**src/rtl/wb_retire_trace.sv**
```systemverilog
// Write-back retire tracer: captures each retiring MEM/WB instruction into a trace FIFO with retire/drop statistics.
// Build option: define TRACE_NOP_FILTER_EN to treat the canonical NOP (32'h00000013) as a bubble.
module wb_retire_trace #(
  parameter int DEPTH = 8,
  parameter int CNT_W = 32
) (
  input  logic                     clk,
  input  logic                     reset_n,
  input  logic                     wb_valid,
  input  logic [200:0]             wb_in,
  output logic                     tr_valid,
  input  logic                     tr_ready,
  output logic [31:0]              tr_pc,
  output logic [31:0]              tr_instr,
  output logic [4:0]               tr_rd,
  output logic [31:0]              tr_wdata,
  output logic                     tr_we,
  output logic [CNT_W-1:0]         retire_cnt,
  output logic [CNT_W-1:0]         drop_cnt,
  output logic                     overflow,
  output logic [$clog2(DEPTH):0]   fifo_level
);

  localparam int AW = $clog2(DEPTH);
  localparam int LW = AW + 1;

  // MEM/WB buffer layout, MSB first (mem_wb_reg, 201 bits)
  typedef struct packed {
    logic        RegWrite;
    logic        MemtoReg;
    logic [1:0]  RWSel;
    logic [31:0] Pc_Imm;
    logic [31:0] Pc_Four;
    logic [31:0] Imm_Out;
    logic [31:0] Alu_Result;
    logic [31:0] MemReadData;
    logic [4:0]  rd;
    logic [31:0] Curr_Instr;
  } mem_wb_t;

  typedef struct packed {
    logic [31:0] pc;
    logic [31:0] instr;
    logic [4:0]  rd;
    logic [31:0] wdata;
    logic        we;
  } rec_t;

  function automatic logic [31:0] wb_value(input mem_wb_t w);
    logic [31:0] v;
    v = w.Alu_Result;
    case (w.RWSel)
      2'b00:   v = w.MemtoReg ? w.MemReadData : w.Alu_Result;
      2'b01:   v = w.Pc_Four;
      2'b10:   v = w.Imm_Out;
      default: v = w.Pc_Imm;
    endcase
    return v;
  endfunction

  function automatic logic is_bubble(input logic [31:0] instr);
`ifdef TRACE_NOP_FILTER_EN
    return (instr == 32'h0) || (instr == 32'h0000_0013);
`else
    return (instr == 32'h0);
`endif
  endfunction

  mem_wb_t wb;
  rec_t    rec_new;
  rec_t    head;
  rec_t    mem_q [DEPTH];

  logic [AW-1:0]    wr_ptr_q, wr_ptr_d;
  logic [AW-1:0]    rd_ptr_q, rd_ptr_d;
  logic [LW-1:0]    level_q, level_d;
  logic [CNT_W-1:0] retire_q, retire_d;
  logic [CNT_W-1:0] drop_q, drop_d;
  logic             ovf_q, ovf_d;

  logic retire, full, push, pop, drop;

  assign wb = wb_in;

  always_comb begin
    rec_new       = '0;
    rec_new.pc    = wb.Pc_Four - 32'd4;
    rec_new.instr = wb.Curr_Instr;
    rec_new.rd    = wb.rd;
    rec_new.wdata = wb_value(wb);
    rec_new.we    = wb.RegWrite && (wb.rd != 5'd0);
  end

  // A full FIFO still accepts a record when the head leaves in the same cycle
  assign retire = wb_valid && !is_bubble(wb.Curr_Instr);
  assign full   = (level_q == LW'(DEPTH));
  assign pop    = tr_valid && tr_ready;
  assign push   = retire && (!full || pop);
  assign drop   = retire && full && !pop;

  always_comb begin
    wr_ptr_d = wr_ptr_q;
    rd_ptr_d = rd_ptr_q;
    level_d  = level_q;
    retire_d = retire_q;
    drop_d   = drop_q;
    ovf_d    = ovf_q;
    if (push) wr_ptr_d = wr_ptr_q + AW'(1);
    if (pop)  rd_ptr_d = rd_ptr_q + AW'(1);
    case ({push, pop})
      2'b10:   level_d = level_q + LW'(1);
      2'b01:   level_d = level_q - LW'(1);
      default: level_d = level_q;
    endcase
    if (retire) retire_d = retire_q + CNT_W'(1);
    if (drop) begin
      drop_d = drop_q + CNT_W'(1);
      ovf_d  = 1'b1;
    end
  end

  always_ff @(posedge clk or negedge reset_n) begin
    if (!reset_n) begin
      wr_ptr_q <= '0;
      rd_ptr_q <= '0;
      level_q  <= '0;
      retire_q <= '0;
      drop_q   <= '0;
      ovf_q    <= 1'b0;
    end else begin
      wr_ptr_q <= wr_ptr_d;
      rd_ptr_q <= rd_ptr_d;
      level_q  <= level_d;
      retire_q <= retire_d;
      drop_q   <= drop_d;
      ovf_q    <= ovf_d;
    end
  end

  // Storage carries no reset; empty-state outputs are forced to zero below
  always_ff @(posedge clk) begin
    if (push) mem_q[wr_ptr_q] <= rec_new;
  end

  assign head     = mem_q[rd_ptr_q];
  assign tr_valid = (level_q != '0);
  assign tr_pc    = tr_valid ? head.pc    : 32'h0;
  assign tr_instr = tr_valid ? head.instr : 32'h0;
  assign tr_rd    = tr_valid ? head.rd    : 5'h0;
  assign tr_wdata = tr_valid ? head.wdata : 32'h0;
  assign tr_we    = tr_valid ? head.we    : 1'b0;

  assign retire_cnt = retire_q;
  assign drop_cnt   = drop_q;
  assign overflow   = ovf_q;
  assign fifo_level = level_q;

endmodule

```
**config.mk**
```make
export PLATFORM = sky130hd
export DESIGN_NAME = wb_retire_trace
export DESIGN_NICKNAME = d
export VERILOG_FILES = /design/src/rtl/wb_retire_trace.sv
export SDC_FILE = /design/constraint.sdc
export NUM_CORES = 1
export LEC_CHECK = 0
export BUFFER_PORTS_ARGS = -buffer_cell sky130_fd_sc_hd__buf_2
export CAP_MARGIN = 10
export CORE_MARGIN = 10
export CORE_UTILIZATION = 42
export DETAILED_ROUTE_END_ITERATION = 12
export GPL_ROUTABILITY_DRIVEN = 0
export HOLD_SLACK_MARGIN = 0.12
export PLACE_DENSITY = 0.64
export RECOVER_POWER = 50
export SLEW_MARGIN = 20
export SYNTH_ARGS = -nofsm -noshare
export SYNTH_HDL_FRONTEND = slang
export SYNTH_SLANG_ARGS = --single-unit
```
**constraint.sdc**
```tcl
create_clock -name clk -period 26.2 [get_ports clk]
set_clock_uncertainty 0.1 [all_clocks]
set_input_delay 1.31 -clock clk [delete_from_list [all_inputs] [get_ports clk]]
set_output_delay 1.31 -clock clk [all_outputs]
set_load 0.01 [all_outputs]
```
======== Word level (Yosys, flattened, before mapping) ========
Memory sizes are Yosys's and may differ from the RTL's.
Index checks and enable logic that the tools add are counted.
cells by class
  add/sub/neg operators ................... 7
  equal/unequal tests ..................... 5
  multiplexer cells ....................... 10
  reduce and logical (&&, ||, !) cells .... 15
operators with widths
  cell                     count
  $mux W32                 4
  $pmux W32 S3             1
  $add A32 B1 Y32 const B  2
  $logic_not A32 Y1        1
  $sub A32 B3 Y32 const B  1
  $pmux W4 S2              1
  $add A3 B1 Y3 const B    2
  $logic_and A1 B1 Y1      6
  $mux W5                  1
  $reduce_bool A5 Y1       1
  $add A4 B1 Y4 const B    1
  $eq A2 B1 Y1 const B     2
  $eq A2 B2 Y1 const B     2
  $eq A4 B4 Y1 const B     1
  $reduce_bool A4 Y1       1
  $sub A4 B1 Y4 const B    1
  $logic_not A1 Y1         3
  $mux W1                  3
  $logic_not A2 Y1         1
  $reduce_bool A2 Y1       1
  $logic_or A1 B1 Y1       1
word-level totals
  register bits ........................... 75
  bits in writable memories ............... 816
  input bits .............................. 205
  output and inout bits ................... 172
  logic and storage cells ................. 44
  memories kept ........................... 1
memories
  memory  words  bits a word  read ports  clocked after Yosys merged registers in  write ports  line  RTL
  mem_q   8      102          1           0                                        1            72    rec_t mem_q [DEPTH];

======== Longest topological paths before layout ========
Gate-level depths: netlist of the first run.
  depth after elaboration ................. 6
  depth in mapped cells ................... 11
  depth with buffers taken out ............ 11

======== Least setup slack after synthesis of the first run ========
No wires, ideal clock.
  kind .................................... input -> register
  start point ............................. in wb_in[28]
  end point ............................... mem mem_q[4][0] (netlist name) (enable)
  setup time .............................. 849 ps
  arrival time ............................ 12348 ps
  slack ................................... 12902 ps
  stages on the path ...................... 5
  cells stage by stage .................... nor4_1 -> nand4_1 -> o21ai_0 -> clkbuf_1 -> nor4b_1
on the way
  longest elaborated chain between the ends .. 6
ends and longest elaborated chain
  element                        line  RTL
  start: declaration             10    input logic [200:0] wb_in,
  $logic_not A32 Y1              65    return (instr == 32'h0);
  $logic_not A1 Y1               95    assign retire = wb_valid && !is_bubble(wb.Curr_Instr);
  $logic_and A1 B1 Y1            95
  $logic_and A1 B1 Y1            98    assign push = retire && (!full || pop);
  $mux W1                        142   if (push) mem_q[wr_ptr_q] <= rec_new;
  $mux W1 (implied by the code)  142
  end: declaration               72
No other way between the ends.

======== Worst setup path after layout of the first run ========
  start point ............................. reg level_q[0], in the netlist fifo_level[0]
  end point ............................... out tr_pc[28]
on the way
  longest elaborated chain between the ends .. 2
ends and longest elaborated chain
  element                   line  RTL
  start: declaration        76    logic [LW-1:0] level_q, level_d;
  start signal: assignment  133   level_q <= level_d;
  $reduce_bool A4 Y1        146   assign tr_valid = (level_q != '0);
  $mux W32                  147   assign tr_pc = tr_valid ? head.pc : 32'h0;
  end: declaration          13    output logic [31:0] tr_pc,
No other way between the ends.

==> results of run 1 <==
flip-flops by register name, summed over array words and instances (netlist names):
| register | count |
|---|---|
| rd_ptr_q | 3 |
| fifo_level | 4 |
| retire_cnt | 32 |
| drop_cnt | 32 |
| overflow | 1 |
| wr_ptr_q | 3 |
| mem_q | 816 |
through the flow:
stage | instance area (um^2) | power [mW] | utilization [%] | hold slack, ps
6_report | 42200 | 4.52 | 49.5 | 369
5_1_grt | 42200 | 4.74 | 49.5 | 387
4_1_cts | 42500 | 4.61 | 49.8 | 364
3_5_place_dp | 39400 | 3.31 | 46.2 | 353
3_3_place_gp | 39400 | 3.29 | 46.2 | 354
2_1_floorplan | 36100 | 2.80 | - | 404
synth_stat cells (all sizes together), types with 24 or more instances:
| cell type | number |
|---|---|
| nor2 | 129 |
| dfrtp | 75 |
| buf | 30 |
| mux4 | 236 |
| nand2 | 36 |
| edfxtp | 816 |
| xor2 | 45 |
| nor3 | 24 |
| nor4 | 34 |
| xnor2 | 49 |
| clkbuf | 60 |
| mux2i | 104 |
| mux2 | 35 |
power breakdown:
| part | switching, mW | internal (mW) | leakage (nW) | total (mW) |
|---|---|---|---|---|
| Combinational | 0.757 | 0.570 | 4.67 | 1.33 |
| Sequential | 0.117 | 1.78 | 8.35 | 1.90 |
| Clock | 0.545 | 0.747 | 1.48 | 1.29 |
area by class of cell:
type	count	area share, %
Sequential cell	891	62.5
Multi-Input combinational cell	800	22.1
Clock buffer	111	5.88
Timing Repair Buffer	408	4.61
Tap cell	1144	3.39
Clock inverter	63	1.26
Inverter	22	0.196
Antenna cell	3	0.0178
critical path: stages (launching register included):
cell and delay (ps):
dfrtp_1 440, nor4_2 310, clkbuf_1 2260, clkbuf_1 2380
nor2_1 620, buf_2 360
cells by family after synthesis:
| logic type | after synthesis |
|---|---|
| XOR/XNOR | 94 |
| AND/OR/NAND/NOR | 304 |
| flip-flops | 891 |
| AO/OA/AOI/OAI | 19 |
| buffers and inverters | 112 |
| multiplexers | 375 |
| adder cells (fa/ha/maj) | 8 |
routing by layer:
| metal | wire (um) | global-route usage [%] |
|---|---|---|
| met5 | 20 | 0 |
| met1 | 36900 | 24.0 |
| met2 | 45800 | 30.7 |
| met3 | 5180 | 3.16 |
| met4 | 2260 | 5.36 |
path summary, 6_finish.rpt:
kind | depth (start not counted) | end | slack, ps
max | 5 | tr_pc[28] | 17730
min | 1 | retire_cnt[31] | 370
max reg2reg | 13 | fifo_level[3] | 18560
min reg2reg | 1 | retire_cnt[31] | 370
max in group asynchronous | 2 | rd_ptr_q[1] | 21000
min in group asynchronous | 2 | retire_cnt[20] | 2110
==> out/results.tsv, run 1 <==
metric	value	unit
outcome	finished with violations	
violations	max-capacitance violations, max-slew violations	
ys_ff_latch	891	
multiInputGateArea	9340	um^2
powerDensity	107	nW/um^2
fmax	0.118	GHz
final_cell_mix	edfxtp_1, buf_2, mux4_2	
seq_area_frac_synth	73.0	%
grt-ovfl-total	0	
htree_levels	3	
ant_nets	0	
first_pass_iters	5	
dp_cells	3265	
clkTransAtPathRegs	60	ps
worst_pin_slew	4120	ps
min_path_type	register to register	
hold_viol	0	
r2r_start	fifo_level[0]	
clock_latency	640	ps
area_delta_synth_final	16.8	%
row_count	107	
die_w	313	um
synthTopCellsByArea	edfxtp_1, mux4_2, dfrtp_1	
cts-root-buf	clkbuf_16	
grt_pass1_wl	135000	um
core_area	85300	um^2
synth_top_area_share	67.8	%
synth_compound_area_share	0.377	%
ir_drop	0.0637	mV
vias_per_cell	5.54	
grt_pass1_vias	20449	
cp-end-kind	output port	
fin_cells	3442	
num_vias	19085	
ys_warn_count	0	
fin_tns_setup	0	ps
num_io_pins	377	
seq_area	26400	um^2
start_util	42.4	%
avgSynthCellArea	20.0	um^2
postCtsHoldBufs	0	
critPathRequiredTime	24790	ps
rsz0062_at_grt	no	
cp_max_fo	53	
setup_slack	17730	ps
hpwl	56600	um
post_cts_buffers	0	
grt_max_degree	76	
p_leak	14.5	nW
ctsResizeCount	0	
drive_gt1_share	30.7	%
path_class	register to output port	
nNetsFinal	2431	
antenna_found_initial	10	
async_flop_share	8.42	%
grtUsageTotal	18.2	%
mostFrequentLayoutCell	edfxtp_1	
portBuffers	376	
wl	90200	um
finalCritPeriodShare	32.3	%
max_cap_viol_count	10	
die_y	313	um
numCtsBuffers	95	
die_area	98200	um^2
drtIter0Drc	1632	
wl_per_cell	26.2	um
synthSimpleGateAreaFrac	4.17	%
synth_top_cell_by_area	edfxtp_1	
clk_path_buf_depth	3	
synth_edf_count	816	
finalMaxSlewViolations	376	
synth_top_family_by_area	multiplexers	
crit_arrival	7060	ps
preCtsSetupSlack	19770	ps
finalWorstPathRequiredPeriod	8470	ps
synth_xor_area_share	2.30	%
num-fill-cells	7015	
startpoint	fifo_level[0]	
synthAdderAreaFrac	0.298	%
cts_tree	built	
synth_cells	1803	
setup_viol	0	
synth_area	36100	um^2
max_slew_margin	-175	%
ys.flop_type	edfxtp_1	
worst_setup_path_start_kind	register	
syn_nets	2016	
drcViolationCount	0	
synth_mux_area_share	18.7	%
min-delay-start	retire_cnt[31]	
synth_cell_types	50	
cts_sinks	891	
Note: power is estimated with default switching activity, not from simulation.
==> run 2, diff against run 1 <==
Settings changed: ABC_AREA set to 1, PLACE_DENSITY 0.64 to 0.66.
Clock period 26.2 ns to 7.2 ns, I/O delays scaled along.
==> out/results.tsv, run 2 <==
metric	value	unit	change
outcome	finished with violations		unchanged
violations	max-capacitance violations, max-slew violations		unchanged
ys_warn_count	0		unchanged
cp_num_buf_inv	2		was 3
wl_met2	52400	um	was 45800 um
seq_area_frac_synth	70.2	%	was 73.0%
die_w	319	um	was 313 um
synth_area	37600	um^2	was 36100 um^2
hpwl	63900	um	was 56600 um
htree_levels	3		unchanged
worst_setup_path_start_kind	register		unchanged
die_y	319	um	was 313 um
start_util	42.4	%	about the same
postCtsHoldBufs	54		was 0
fmax	0.176	GHz	
drcViolationCount	0		unchanged
core_area	88600	um^2	was 85300 um^2
setup_viol	0		unchanged
final_cell_mix	edfxtp_1, nor2_1, o21ai_0		was edfxtp_1, buf_2, mux4_2
min_path_type	input pin to register		was register to register
ys_ff_latch	891		unchanged
drive_gt1_share	12.2	%	was 30.7%
grt-ovfl-total	0		unchanged
async_flop_share	8.42	%	unchanged
finalWorstPathRequiredPeriod	5680	ps	
grtUsageTotal	20.5	%	was 18.2%
crit_arrival	5220	ps	was 7060 ps
row_count	109		was 107
cts_sinks	891		unchanged
ys.flop_type	edfxtp_1		unchanged
synth.most_common_cell	edfxtp_1		unchanged
nNetsFinal	3841		was 2431
grt_pass1_wl	162000	um	was 135000 um
highest_layer	met5		unchanged
antenna_found_initial	9		was 10
num_vias	26659		was 19085
grt_pass1_vias	26021		was 20449
area_delta_synth_final	16.3	%	was 16.8%
mostFrequentLayoutCell	edfxtp_1		unchanged
wl_met1	44600	um	was 36900 um
wl	108000	um	was 90200 um
finalCritPeriodShare	78.9	%	
hold_ws	166	ps	was 369 ps
cp_max_fo	53		unchanged
drtIter0Drc	2558		was 1632
crit_chain	nor2_1 -> nand3_1 -> buf_4 -> o21ai_0 -> a31oi_1 -> buf_2		was nor4_2 -> clkbuf_1 -> clkbuf_1 -> nor2_1 -> buf_2
synth_top_cell_by_area	edfxtp_1		unchanged
critPathSlowestCell	nand3_1		was clkbuf_1
synth_edf_count	816		unchanged
avgSynthCellArea	11.5	um^2	was 20.0 um^2
wl_met3	7170	um	was 5180 um
clk_path_buf_depth	3		unchanged
wl_per_cell	22.1	um	was 26.2 um
synth_cells	3256		was 1803
largest_reg_flops	816		unchanged
synth_cell_types	43		was 50
clkTransAtPathRegs	60	ps	about the same
synth_top_area_share	65.2	%	was 67.8%
synthTopCellsByArea	edfxtp_1, nor2_1, o21ai_0		was edfxtp_1, mux4_2, dfrtp_1
syn_nets	3469		was 2016
p_leak	15.3	nW	was 14.5 nW
vias_per_cell	5.47		was 5.54
die_area	102000	um^2	was 98200 um^2
cts-root-buf	clkbuf_16		unchanged
max_cap_viol_count	3		was 10
critPathRequiredTime	6740	ps	was 24790 ps
fin_tns_setup	0	ps	unchanged
numCtsBuffers	91		was 95
crit_family	simple AND/OR/NAND/NOR gates		was buffers and inverters
ir_drop	0.309	mV	was 0.0637 mV
synth_common_cells	edfxtp_1, nor2_1, o21ai_0		was edfxtp_1, mux4_2, nor2_1
num_io_pins	377		unchanged
cp-end-kind	output port		unchanged
grt_max_degree	198		was 76
critPathMaxStageDelay	2150	ps	was 2380 ps
ant_nets	0		unchanged
post_cts_buffers	0		unchanged
first_pass_iters	5		unchanged
path_class	register to output port		unchanged
ctsResizeCount	0		unchanged
hold_viol	0		unchanged
regMostFlops	mem_q		unchanged
finalMaxSlewViolations	163		was 376
max_slew_margin	-179	%	was -175%
worst_pin_slew	4180	ps	was 4120 ps
portBuffers	376		unchanged
clock_latency	650	ps	was 640 ps
rsz0062_at_grt	no		unchanged
powerDensity	389	nW/um^2	was 107 nW/um^2
cts_tree	built		unchanged
-- run 2: final cells by class --
class                   count  area (um^2)
fillers                  7887        44900
flip-flops and latches    891        26400
multi-input cells        2074         9980
repair buffers            471         2630
clock buffers             112         2420
well taps                1165         1460
clock inverters            55          450
inverters                  99          392
diodes                      5         12.5
-- run 2: final timing paths --
path | startpoint | depth (start not counted) | endpoint | slack [ps]
max | fifo_level[0] | 6 | tr_pc[3] | 1520
min | wb_in[176] | 3 | mem_q[1][12] | 170
max reg2reg | fifo_level[3] | 10 | mem_q[4][98] | 1520
min reg2reg | overflow | 1 | overflow | 380
max in group asynchronous | reset_n | 3 | rd_ptr_q[1] | 2330
min in group asynchronous | reset_n | 3 | retire_cnt[2] | 1720
-- run 2: per-layer routing --
metal / GRT usage [%] / vias up
li1: - / 12409
met1: 26.1 / 13107
met2: 34.8 / 974
met3: 3.60 / 167
met4: 7.77 / 2
met5: 0 / -
-- run 2: worst min-delay path, stage by stage --
cell and delay [ps]:
buf_2 80, nand2_1 40, o2111ai_1 250
-- run 2: metrics by stage --
step	cell area [um^2]	cells	power, mW	util [%]	worst slack (ps)
6_report	43700	4872	17.0	49.3	1520
4_1_cts	44000	4867	17.2	49.6	2550
3_5_place_dp	40600	4646	12.7	45.8	3010
2_1_floorplan	37600	3256	10.4	-	971
3_3_place_gp	40600	4646	12.6	45.8	3050
5_1_grt	43700	4872	18.0	49.3	1200
-- run 2: logic make-up (layout without fill, tap and decap cells) --
logic type / count (synthesis) / after routing / share of synthesized area [%]
and+or+nand+nor: 1180 / 1180 / 12.6
DFF: 891 / 891 / 70.2
AOI/OAI and AO/OA: 799 / 799 / 11.6
buffers and inverters: 291 / 737 / 3.24
xor gates and xnor gates: 87 / 87 / 2.03
adders and majority gates: 8 / 8 / 0.286
other: 0 / 5 / 0
-- run 2: where the power goes --
part           internal (mW)  total (mW)  switching (mW)
clock network           2.60        4.55            1.95
registers               6.41        6.74           0.323
logic                   1.70        5.74            4.04
==> run 3, diff against run 2 <==
Clock period 7.2 ns to 4.7 ns, I/O delays scaled along.
==> out/results.tsv, run 3 (synthesis results as in run 2) <==
metric	value	unit	change
outcome	finished with violations		unchanged
violations	max-capacitance violations, max-slew violations		unchanged
row_count	109		unchanged
ff2ff_setup_slack	1390	ps	was 1520 ps
p_leak	15.6	nW	was 15.3 nW
die_area	102000	um^2	unchanged
final_cell_area	44600	um^2	was 43700 um^2
min_path_type	input pin to register		unchanged
timing.rr.end	drop_cnt[16]		was mem_q[4][98]
path_class	register to output port		unchanged
hpwl	64700	um	was 63900 um
multiInputGateArea	9990	um^2	was 9980 um^2
finalMaxSlewViolations	61		was 163
die_y	319	um	unchanged
nNetsFinal	3907		was 3841
fmax	0.255	GHz	
num-fill-cells	7726		was 7887
crit_arrival	3590	ps	was 5220 ps
rr_worst_depth	7		was 10
core_area	88600	um^2	unchanged
grt_pass1_vias	26680		was 26021
hold_depth	3		unchanged
clk_path_buf_depth	3		unchanged
htree_levels	3		unchanged
rsz0062_at_grt	no		unchanged
clock_latency	660	ps	was 650 ps
numCtsBuffers	93		was 91
cts_tree	built		unchanged
place_area	40700	um^2	was 40600 um^2
setup_viol	0		unchanged
worst_setup_path_start_kind	register		unchanged
cp-end-kind	output port		unchanged
grt_pass1_wl	163000	um	was 162000 um
largest_reg_flops	816		unchanged
die_w	319	um	unchanged
num_vias	26903		was 26659
finalCritPeriodShare	83.5	%	
drcViolationCount	0		unchanged
dp_cells	4655		was 4646
max_slew_margin	-57.2	%	was -179%
worst_pin_slew	2360	ps	was 4180 ps
ir_drop	0.422	mV	was 0.309 mV
start_util	42.4	%	unchanged
cts_sinks	891		unchanged
portBuffers	376		unchanged
regMostFlops	mem_q		unchanged
powerDensity	597	nW/um^2	was 389 nW/um^2
r2r_start	fifo_level[0]		was fifo_level[3]
grt_max_degree	150		was 198
drtIter0Drc	2524		was 2558
wl_per_cell	21.8	um	was 22.1 um
critPathRequiredTime	4370	ps	was 6740 ps
cp_max_fo	124		was 53
hold_viol	0		unchanged
cts-root-buf	clkbuf_16		unchanged
seq_area	26400	um^2	unchanged
area_delta_synth_final	18.7	%	was 16.3%
grtUsageTotal	20.5	%	about the same
final_cell_mix	edfxtp_1, nor2_1, o21ai_0		unchanged
antenna_found_initial	6		was 9
vias_per_cell	5.45		was 5.47
hold-path-endpoint	mem_q[0][31]		was mem_q[1][12]
min-delay-start	wb_in[195]		was wb_in[176]
ant_nets	0		unchanged
grt-ovfl-total	0		unchanged
clkTransAtPathRegs	60	ps	about the same
ctsResizeCount	0		unchanged
max_cap_viol_count	2		was 3
num_io_pins	377		unchanged
finalWorstPathRequiredPeriod	3920	ps	
drive_gt1_share	12.4	%	was 12.2%
first_pass_iters	5		unchanged
fin_cells	4939		was 4872
mostFrequentLayoutCell	edfxtp_1		unchanged
wl	107000	um	was 108000 um
run 3: cell count changes in the layout (fill, tap and decap cells not counted), sizes merged:
cell         before  now
diode             5    4
clkinvlp          3    5
clkbuf          232  236
clkinv           45   35
buf             297  310
dlygate4sd3      54  109
bufinv            6    8
inv             100  102
run 3: through the flow:
| step | total power [mW] | TNS, ps | setup slack [ps] | util (%) | hold slack, ps |
|---|---|---|---|---|---|
| 2_1_floorplan | 15.9 | -624030 | -1530 | - | -161 |
| 3_3_place_gp | 19.5 | 0 | 1270 | 45.9 | 349 |
| 3_5_place_dp | 19.6 | 0 | 1210 | 45.9 | 353 |
| 4_1_cts | 27.0 | 0 | 741 | 50.5 | 122 |
| 5_1_grt | 28.2 | 0 | 447 | 50.3 | 146 |
| 6_report | 26.6 | 0 | 777 | 50.3 | 155 |
run 3: worst max path at each step:
stage / depth (start not counted) / endpoint / slack (ps) / start
global placement: 13 / mem_q[2][43] / 1270 / wb_in[6]
floorplan: 9 / mem_q[0][0] / -1530 / fifo_level[0]
detailed placement: 13 / mem_q[2][43] / 1210 / wb_in[0]
global route: 12 / drop_cnt[16] / 450 / wb_in[6]
finish: 7 / tr_pc[18] / 780 / rd_ptr_q[0]
CTS: 7 / tr_pc[8] / 740 / fifo_level[0]
run 3: where the power goes:
part / total, mW / internal [mW] / leakage (nW) / switching (mW)
clock: 7.26 / 4.17 / 1.45 / 3.09
combinational: 9.15 / 2.74 / 5.83 / 6.40
sequential: 10.2 / 9.82 / 8.36 / 0.421
run 3: final cells by class:
class                           count  share of cell area [%]
Sequential cell                   891                    59.1
Multi-Input combinational cell   2074                    22.4
Timing Repair Buffer              535                    7.54
Clock buffer                      120                    5.51
Tap cell                         1165                    3.27
Clock inverter                     51                    1.26
Inverter                           99                   0.878
Antenna cell                        4                  0.0224
run 3: timing repair:
action                    CTS  global route
buffers inserted            0             0
hold endpoints to repair  755            48
hold buffers              106             3
run 3: critical path: stages, from the launching register on:
cell	delay, ps
dfrtp_4	710
inv_8	590
buf_4	480
o21ai_0	150
o22ai_1	140
o21ai_0	90
a31oi_1	400
buf_2	220
run 3: metal layers:
metal	vias up	global-route usage, %	wire (um)
met3	174	3.63	7160
met5	-	0	13
met1	13169	25.7	43700
li1	12534	-	-
met2	1024	35.1	53100
met4	2	7.81	3530
